## config.mk

```make
export PLATFORM = sky130hd
export DESIGN_NAME = trap_controller_flat
export DESIGN_NICKNAME = d
export VERILOG_FILES = /design/src/rtl/trap_controller_pkg.sv /design/src/rtl/trap_controller_if.sv /design/src/rtl/trap_controller_m1_edge_sync.sv /design/src/rtl/trap_controller.sv /design/src/flat_wrapper.sv
export SDC_FILE = /design/constraint.sdc
export NUM_CORES = 1
export LEC_CHECK = 0
export CORE_MARGIN = 1
export CORE_UTILIZATION = 42
export DETAILED_ROUTE_END_ITERATION = 7
export PLACE_DENSITY = 0.84
export SETUP_SLACK_MARGIN = 0.05
export SLEW_MARGIN = 30
export SYNTH_ARGS = -nofsm -noshare
export SYNTH_HDL_FRONTEND = slang
export SYNTH_HIERARCHICAL = 1
export SYNTH_SLANG_ARGS = --single-unit
```

## constraint.sdc

```tcl
create_clock -name clk -period 3.56 [get_ports clk]
set_input_delay 0.534 -clock clk [delete_from_list [all_inputs] [get_ports clk]]
set_output_delay 0.534 -clock clk [all_outputs]
set_load 0.1 [all_outputs]
```

## src/rtl/trap_controller_pkg.sv

```systemverilog
// Shared definitions for the trap controller: FSM encoding, source indices, default widths.
package mm_trap_pkg;

    localparam int unsigned DEF_NUM_SRC     = 4;
    localparam int unsigned DEF_CAUSE_W     = 2;
    localparam int unsigned DEF_SYNC_STAGES = 2;
    localparam int unsigned DEF_TIMESLICE_W = 16;

    localparam int unsigned SRC_IRQ = 0;
    localparam int unsigned SRC_IO  = 1;

    // Encoding equals the trap_state output bit.
    typedef enum logic {
        ST_GUEST = 1'b0,
        ST_HOST  = 1'b1
    } state_e;

    // The timeslice preemption source always occupies the top index.
    function automatic int unsigned src_timeslice(input int unsigned num_src);
        return num_src - 1;
    endfunction

endpackage

```

## src/rtl/trap_controller_if.sv

```systemverilog
// Bus bundle between the Nabu glue / Z80 pins and the trap controller.
interface trap_controller_if #(
    parameter int unsigned NUM_SRC     = mm_trap_pkg::DEF_NUM_SRC,
    parameter int unsigned CAUSE_W     = mm_trap_pkg::DEF_CAUSE_W,
    parameter int unsigned TIMESLICE_W = mm_trap_pkg::DEF_TIMESLICE_W
);
    logic                   m1_n;
    logic                   irq_sys_n;
    logic [NUM_SRC-1:0]     trap_req;
    logic [NUM_SRC-1:0]     trap_mask;
    logic                   new_isr;
    logic                   last_isr_jmp;
    logic                   virtual_enabled;
    logic [TIMESLICE_W-1:0] timeslice_limit;

    logic                   trap_state;
    logic                   nmi_n;
    logic                   irq_n;
    logic                   capture_address;
    logic [CAUSE_W-1:0]     trap_cause;
    logic                   cause_valid;
    logic [NUM_SRC-1:0]     pending;

    modport slave (
        input  m1_n, irq_sys_n, trap_req, trap_mask, new_isr, last_isr_jmp,
               virtual_enabled, timeslice_limit,
        output trap_state, nmi_n, irq_n, capture_address, trap_cause,
               cause_valid, pending
    );

    modport master (
        output m1_n, irq_sys_n, trap_req, trap_mask, new_isr, last_isr_jmp,
               virtual_enabled, timeslice_limit,
        input  trap_state, nmi_n, irq_n, capture_address, trap_cause,
               cause_valid, pending
    );
endinterface

```

## src/rtl/trap_controller_m1_edge_sync.sv

```systemverilog
// Multi-flop synchroniser for an async active-low Z80 signal plus registered rise/fall pulses.
module m1_edge_sync #(
    parameter int unsigned STAGES = mm_trap_pkg::DEF_SYNC_STAGES
) (
    input  logic clk,
    input  logic rst_n,
    input  logic i_async,
    output logic o_sync,
    output logic o_fall,
    output logic o_rise
);
    logic [STAGES-1:0] r_sync;
    logic              r_prev;
    logic              r_fall;
    logic              r_rise;
    logic              w_sync;

    assign w_sync = r_sync[STAGES-1];

    // Idle level of both Z80 lines is high, so the chain resets to 1 to avoid a spurious edge.
    always_ff @(posedge clk or negedge rst_n) begin
        if (!rst_n) begin
            r_sync <= '1;
            r_prev <= 1'b1;
            r_fall <= 1'b0;
            r_rise <= 1'b0;
        end else begin
            r_sync <= {r_sync[STAGES-2:0], i_async};
            r_prev <= w_sync;
            r_fall <= r_prev & ~w_sync;
            r_rise <= ~r_prev & w_sync;
        end
    end

    assign o_sync = w_sync;
    assign o_fall = r_fall;
    assign o_rise = r_rise;
endmodule

```

## src/rtl/trap_controller.sv

```systemverilog
// Host/guest trap FSM and NMI arbiter for the Nabu MegaMapper.
// Optional timeslice preemption is built when TRAP_TIMESLICE_EN is defined.
module trap_controller
    import mm_trap_pkg::*;
#(
    parameter int unsigned NUM_SRC     = DEF_NUM_SRC,
    parameter int unsigned CAUSE_W     = DEF_CAUSE_W,
    parameter int unsigned SYNC_STAGES = DEF_SYNC_STAGES,
    parameter int unsigned TIMESLICE_W = DEF_TIMESLICE_W
) (
    input  logic             clk,
    input  logic             rst_n,
    trap_controller_if.slave bus
);
    localparam int unsigned SRC_TS = src_timeslice(NUM_SRC);

    state_e               r_state;
    state_e               w_state_next;
    logic [NUM_SRC-1:0]   r_pending;
    logic                 r_suppress;
    logic                 r_nmi_n;
    logic                 r_irq_n;
    logic                 r_capture;
    logic [CAUSE_W-1:0]   r_cause;
    logic                 r_cause_valid;

    logic                 w_m1_fall;
    logic                 w_m1_rise;
    logic                 w_irq_sync;
    logic                 w_unused_m1_sync;
    logic                 w_unused_irq_fall;
    logic                 w_unused_irq_rise;

    logic                 w_trap_entry;
    logic                 w_forced_entry;
    logic                 w_resume;
    logic [NUM_SRC-1:0]   w_set;
    logic [NUM_SRC-1:0]   w_clr;
    logic [CAUSE_W-1:0]   w_cause_idx;
    logic                 w_ts_hit;

    m1_edge_sync #(.STAGES(SYNC_STAGES)) u_m1_sync (
        .clk     (clk),
        .rst_n   (rst_n),
        .i_async (bus.m1_n),
        .o_sync  (w_unused_m1_sync),
        .o_fall  (w_m1_fall),
        .o_rise  (w_m1_rise)
    );

    m1_edge_sync #(.STAGES(SYNC_STAGES)) u_irq_sync (
        .clk     (clk),
        .rst_n   (rst_n),
        .i_async (bus.irq_sys_n),
        .o_sync  (w_irq_sync),
        .o_fall  (w_unused_irq_fall),
        .o_rise  (w_unused_irq_rise)
    );

`ifdef TRAP_TIMESLICE_EN
    logic [TIMESLICE_W-1:0] r_ts_cnt;

    assign w_ts_hit = (bus.timeslice_limit != '0) && (r_ts_cnt == bus.timeslice_limit);

    // Guest M1 budget counter; parks at the limit so preemption stays requested.
    always_ff @(posedge clk or negedge rst_n) begin
        if (!rst_n) begin
            r_ts_cnt <= '0;
        end else if (w_resume) begin
            r_ts_cnt <= '0;
        end else if (w_m1_fall && (r_state == ST_GUEST) && !w_ts_hit) begin
            r_ts_cnt <= r_ts_cnt + TIMESLICE_W'(1);
        end
    end
`else
    logic w_unused_ts;
    assign w_unused_ts = ^bus.timeslice_limit;
    assign w_ts_hit    = 1'b0;
`endif

    always_ff @(posedge clk or negedge rst_n) begin
        if (!rst_n) r_state <= ST_HOST;
        else        r_state <= w_state_next;
    end

    // Mode transitions happen only at opcode fetch boundaries; forced entry beats trap entry.
    always_comb begin
        w_state_next   = r_state;
        w_trap_entry   = 1'b0;
        w_forced_entry = 1'b0;
        w_resume       = 1'b0;
        if (w_m1_fall) begin
            case (r_state)
                ST_HOST: begin
                    if (bus.last_isr_jmp && bus.virtual_enabled) begin
                        w_state_next = ST_GUEST;
                        w_resume     = 1'b1;
                    end
                end
                ST_GUEST: begin
                    if (!bus.virtual_enabled) begin
                        w_state_next   = ST_HOST;
                        w_forced_entry = 1'b1;
                    end else if ((|r_pending) && bus.new_isr) begin
                        w_state_next = ST_HOST;
                        w_trap_entry = 1'b1;
                    end
                end
                default: w_state_next = ST_HOST;
            endcase
        end
    end

    // Fixed priority: lowest pending index wins.
    always_comb begin
        w_cause_idx = '0;
        w_clr       = '0;
        for (int i = NUM_SRC - 1; i >= 0; i--) begin
            if (r_pending[i]) begin
                w_cause_idx = CAUSE_W'(i);
                w_clr       = '0;
                w_clr[i]    = 1'b1;
            end
        end
    end

    // New requests are accepted only in guest mode; anything seen in host mode is dropped.
    always_comb begin
        w_set          = bus.trap_req & bus.trap_mask;
        w_set[SRC_IRQ] = !r_irq_n && bus.trap_mask[SRC_IRQ] && !r_suppress;
        w_set[SRC_TS]  = w_set[SRC_TS] | w_ts_hit;
        if (r_state != ST_GUEST) w_set = '0;
    end

    always_ff @(posedge clk or negedge rst_n) begin
        if (!rst_n) begin
            r_pending     <= '0;
            r_suppress    <= 1'b0;
            r_nmi_n       <= 1'b1;
            r_irq_n       <= 1'b1;
            r_capture     <= 1'b0;
            r_cause       <= '0;
            r_cause_valid <= 1'b0;
        end else begin
            r_pending <= (r_pending & ~(w_trap_entry ? w_clr : '0)) | w_set;
            r_nmi_n   <= !((r_state == ST_GUEST) && (|r_pending));

            if (w_m1_rise) r_irq_n <= w_irq_sync;

            // A held-low IRQ is serviced once; it must go high before it can trap again.
            if (r_irq_n)                r_suppress <= 1'b0;
            else if (w_set[SRC_IRQ])    r_suppress <= 1'b1;

            if (w_m1_fall) r_capture <= w_trap_entry;

            if (w_trap_entry) begin
                r_cause       <= w_cause_idx;
                r_cause_valid <= 1'b1;
            end else if (w_forced_entry) begin
                r_cause_valid <= 1'b0;
            end
        end
    end

    assign bus.trap_state      = r_state;
    assign bus.nmi_n           = r_nmi_n;
    assign bus.irq_n           = r_irq_n;
    assign bus.capture_address = r_capture;
    assign bus.trap_cause      = r_cause;
    assign bus.cause_valid     = r_cause_valid;
    assign bus.pending         = r_pending;
endmodule
```

## src/flat_wrapper.sv

```systemverilog
// flat-port wrapper written by rule: the top's interface ports become plain ports
module trap_controller_flat import mm_trap_pkg::*;
#(
    parameter int unsigned NUM_SRC     = DEF_NUM_SRC,
    parameter int unsigned CAUSE_W     = DEF_CAUSE_W,
    parameter int unsigned SYNC_STAGES = DEF_SYNC_STAGES,
    parameter int unsigned TIMESLICE_W = DEF_TIMESLICE_W
)
  (clk, rst_n, bus_m1_n, bus_irq_sys_n, bus_trap_req, bus_trap_mask, bus_new_isr, bus_last_isr_jmp, bus_virtual_enabled, bus_timeslice_limit, bus_trap_state, bus_nmi_n, bus_irq_n, bus_capture_address, bus_trap_cause, bus_cause_valid, bus_pending);
  trap_controller_if #(.NUM_SRC(NUM_SRC), .CAUSE_W(CAUSE_W), .TIMESLICE_W(TIMESLICE_W)) bus_i ();
  input  logic clk;
  input  logic rst_n;
  input wire logic [$bits(bus_i.m1_n)-1:0] bus_m1_n;
  input wire logic [$bits(bus_i.irq_sys_n)-1:0] bus_irq_sys_n;
  input wire logic [$bits(bus_i.trap_req)-1:0] bus_trap_req;
  input wire logic [$bits(bus_i.trap_mask)-1:0] bus_trap_mask;
  input wire logic [$bits(bus_i.new_isr)-1:0] bus_new_isr;
  input wire logic [$bits(bus_i.last_isr_jmp)-1:0] bus_last_isr_jmp;
  input wire logic [$bits(bus_i.virtual_enabled)-1:0] bus_virtual_enabled;
  input wire logic [$bits(bus_i.timeslice_limit)-1:0] bus_timeslice_limit;
  output wire logic [$bits(bus_i.trap_state)-1:0] bus_trap_state;
  output wire logic [$bits(bus_i.nmi_n)-1:0] bus_nmi_n;
  output wire logic [$bits(bus_i.irq_n)-1:0] bus_irq_n;
  output wire logic [$bits(bus_i.capture_address)-1:0] bus_capture_address;
  output wire logic [$bits(bus_i.trap_cause)-1:0] bus_trap_cause;
  output wire logic [$bits(bus_i.cause_valid)-1:0] bus_cause_valid;
  output wire logic [$bits(bus_i.pending)-1:0] bus_pending;
  assign bus_i.m1_n = bus_m1_n;
  assign bus_i.irq_sys_n = bus_irq_sys_n;
  assign bus_i.trap_req = bus_trap_req;
  assign bus_i.trap_mask = bus_trap_mask;
  assign bus_i.new_isr = bus_new_isr;
  assign bus_i.last_isr_jmp = bus_last_isr_jmp;
  assign bus_i.virtual_enabled = bus_virtual_enabled;
  assign bus_i.timeslice_limit = bus_timeslice_limit;
  assign bus_trap_state = bus_i.trap_state;
  assign bus_nmi_n = bus_i.nmi_n;
  assign bus_irq_n = bus_i.irq_n;
  assign bus_capture_address = bus_i.capture_address;
  assign bus_trap_cause = bus_i.trap_cause;
  assign bus_cause_valid = bus_i.cause_valid;
  assign bus_pending = bus_i.pending;
  trap_controller #(.NUM_SRC(NUM_SRC), .CAUSE_W(CAUSE_W), .SYNC_STAGES(SYNC_STAGES), .TIMESLICE_W(TIMESLICE_W)) u_core (.clk(clk), .rst_n(rst_n), .bus(bus_i));
endmodule
```

==> metrics <==
Clock Skews 9.60 ps; Buffers on Ports 24; initial antenna violation count 0; Cell Area, Placed 1010 sq um; Max-Cap Viols 0; unrepaired setup endpoints after global routing false; Startpoint Class flip-flop; R2R cell count 3; DR WL/cell 12.9 microns; Comb pwr share 45.0%; final hold vios 0; clk root buf clkbuf_4; Final nets 115; WP buf/inv 1; Inserted Clock Buffers 3; Post-Layout Cell Count 107; CP max FO 11; cts hold-fix bufs 0; Max VDD drop 0.464 mV; core area 1590 sq um; number of global-route vias before repair 511; Worst Max-Slew Pin Slew 968 ps; WP data arrival 2110 ps; worst r2r src u_core/bus.pending[1]; run status completed; R2R setup slack 2260 ps; reg2reg end u_core/bus.cause_valid; Sw Pwr 351 uW; crit-path leading delay family buffers and inverters; worst-case clock buffer depth 2; clock transition at the registers of the reported paths 110 ps; Worst-Skew Late Latency 300 ps; DIE WIDTH 44.3 microns; first-pass GRT wire length 2190 microns; commonest non-fill, non-tap cell in the layout clkdlybuf4s50_1; # rows 14; Initial Utilization 47.1%; Hold Path End u_core/u_irq_sync/r_sync[1]; # clock sinks 19; Layout area overhead 38.2%; Total GRT Usage 16.0%; Post-CTS Repair Setup Buffers 0; CP Cell Sequence clkdlybuf4s50_1; critical path endpoint category output port; Clock power frac 14.4%; final clock period utilization by the worst path 74.1%; Worst EP required 3030 ps; power per cell area 712 nW/um^2; Max Fclk 0.379 GHz; initial drt markers 9; H-tree depth 1; Final Cell Area 1040 sq um; crit path max-delay cell type clkdlybuf4s50_1; Die Height 44.3 microns; Max stage delay on crit path 1160 ps; Post-Synthesis Cells 56; leakage 0.433 nW; via count 539; post-route setup TNS 0 ps; global route overflow 0; Worst Hold Class flip-flop to flip-flop; CTS resizes 0; largest net degree at the start of global routing 20; hold wc startpoint u_core/u_irq_sync/r_sync[0]; final WL 1380 microns; DP HPWL 1050 microns; mapped cell area 751 sq um; Remaining DRCs 0; YS warnings 6; CP Class flip-flop to output port; Ports 42; sequential share of power 40.6%; first-pass iteration count of the detailed router 4; Sw Share 47.6%; CTS tree yes; Routed Antenna Nets 0; Max-Slew Margin vs Limit 35.2%; final max-slew violation count 0; Diodes inserted 0; Pint 387 uW; crit path time final 2640 ps; die footprint 1960 sq um; most frequent cells in the layout clkdlybuf4s50_1 (24), dfrtp_1 (11), dfstp_2 (8); Placed Cells incl. Taps 103; share of cells above drive strength 1 21.7%; vias per inst 5.04; syn_nets 87; Syn Area/Cell 13.4 sq um; Final setup viols 0; GP Congestion 0.744; hold depth 0
==> state kept, by name, indices dropped and copies added (netlist names) <==
signal                      count
u_core/bus.trap_state           1
u_core/u_m1_sync/o_fall         1
u_core/u_m1_sync/r_prev         1
u_core/u_m1_sync/o_rise         1
u_core/bus.trap_cause           2
u_core/bus.nmi_n                1
u_core/bus.irq_n                1
u_core/u_m1_sync/r_sync         2
u_core/u_irq_sync/r_sync        2
u_core/r_suppress               1
u_core/bus.cause_valid          1
u_core/bus.capture_address      1
u_core/bus.pending              4
==> per-stage QoR <==
step	power, mW	setup slack (ps)	utilization [%]	hold slack [ps]
CTS	0.749	904	65.1	365
finish	0.738	920	65.1	363
detailed placement	0.639	1260	63.3	348
floorplan	0.556	1910	-	238
global route	0.769	860	65.1	366
global placement	0.632	1250	63.3	347
==> power by group through the flow <==
stage,Clock (mW),Combinational (mW),Sequential (mW)
after global placement,0,0.329,0.302
after detailed placement,0,0.334,0.305
after global routing,0.117,0.344,0.308
after floorplan,0,0.0567,0.499
after CTS,0.114,0.334,0.301
final,0.106,0.332,0.300
==> final cells by class <==
| type | instances | area, sq um |
|---|---|---|
| clock buffers | 3 | 22.5 |
| clock inverters | 1 | 5.00 |
| fillers | 138 | 557 |
| inverters | 3 | 11.3 |
| multi-input cells | 33 | 243 |
| flip-flops and latches | 19 | 485 |
| well taps | 24 | 30.0 |
| repair buffers | 24 | 240 |
==> how the worst max path moves through the flow <==
stage | from | to | slack, ps | depth (start not counted)
2_1_floorplan | u_core/bus.pending[1] | u_core/bus.cause_valid | 1910 | 3
3_3_place_gp | u_core/bus.trap_state | bus_trap_state | 1250 | 1
3_5_place_dp | u_core/bus.trap_state | bus_trap_state | 1260 | 1
4_1_cts | u_core/bus.trap_state | bus_trap_state | 900 | 1
5_1_grt | u_core/bus.trap_state | bus_trap_state | 860 | 1
6_report | u_core/bus.trap_state | bus_trap_state | 920 | 1
==> per-layer routing <==
layer / GRT usage, % / up-vias / routed length (microns)
li1: - / 257 / -
met3: 2.86 / 2 / 64
met1: 17.8 / 261 / 567
met2: 27.6 / 19 / 727
met4: 10.9 / 0 / 16
met5: 0 / - / 0
Note: power is estimated with default switching activity, not from simulation.
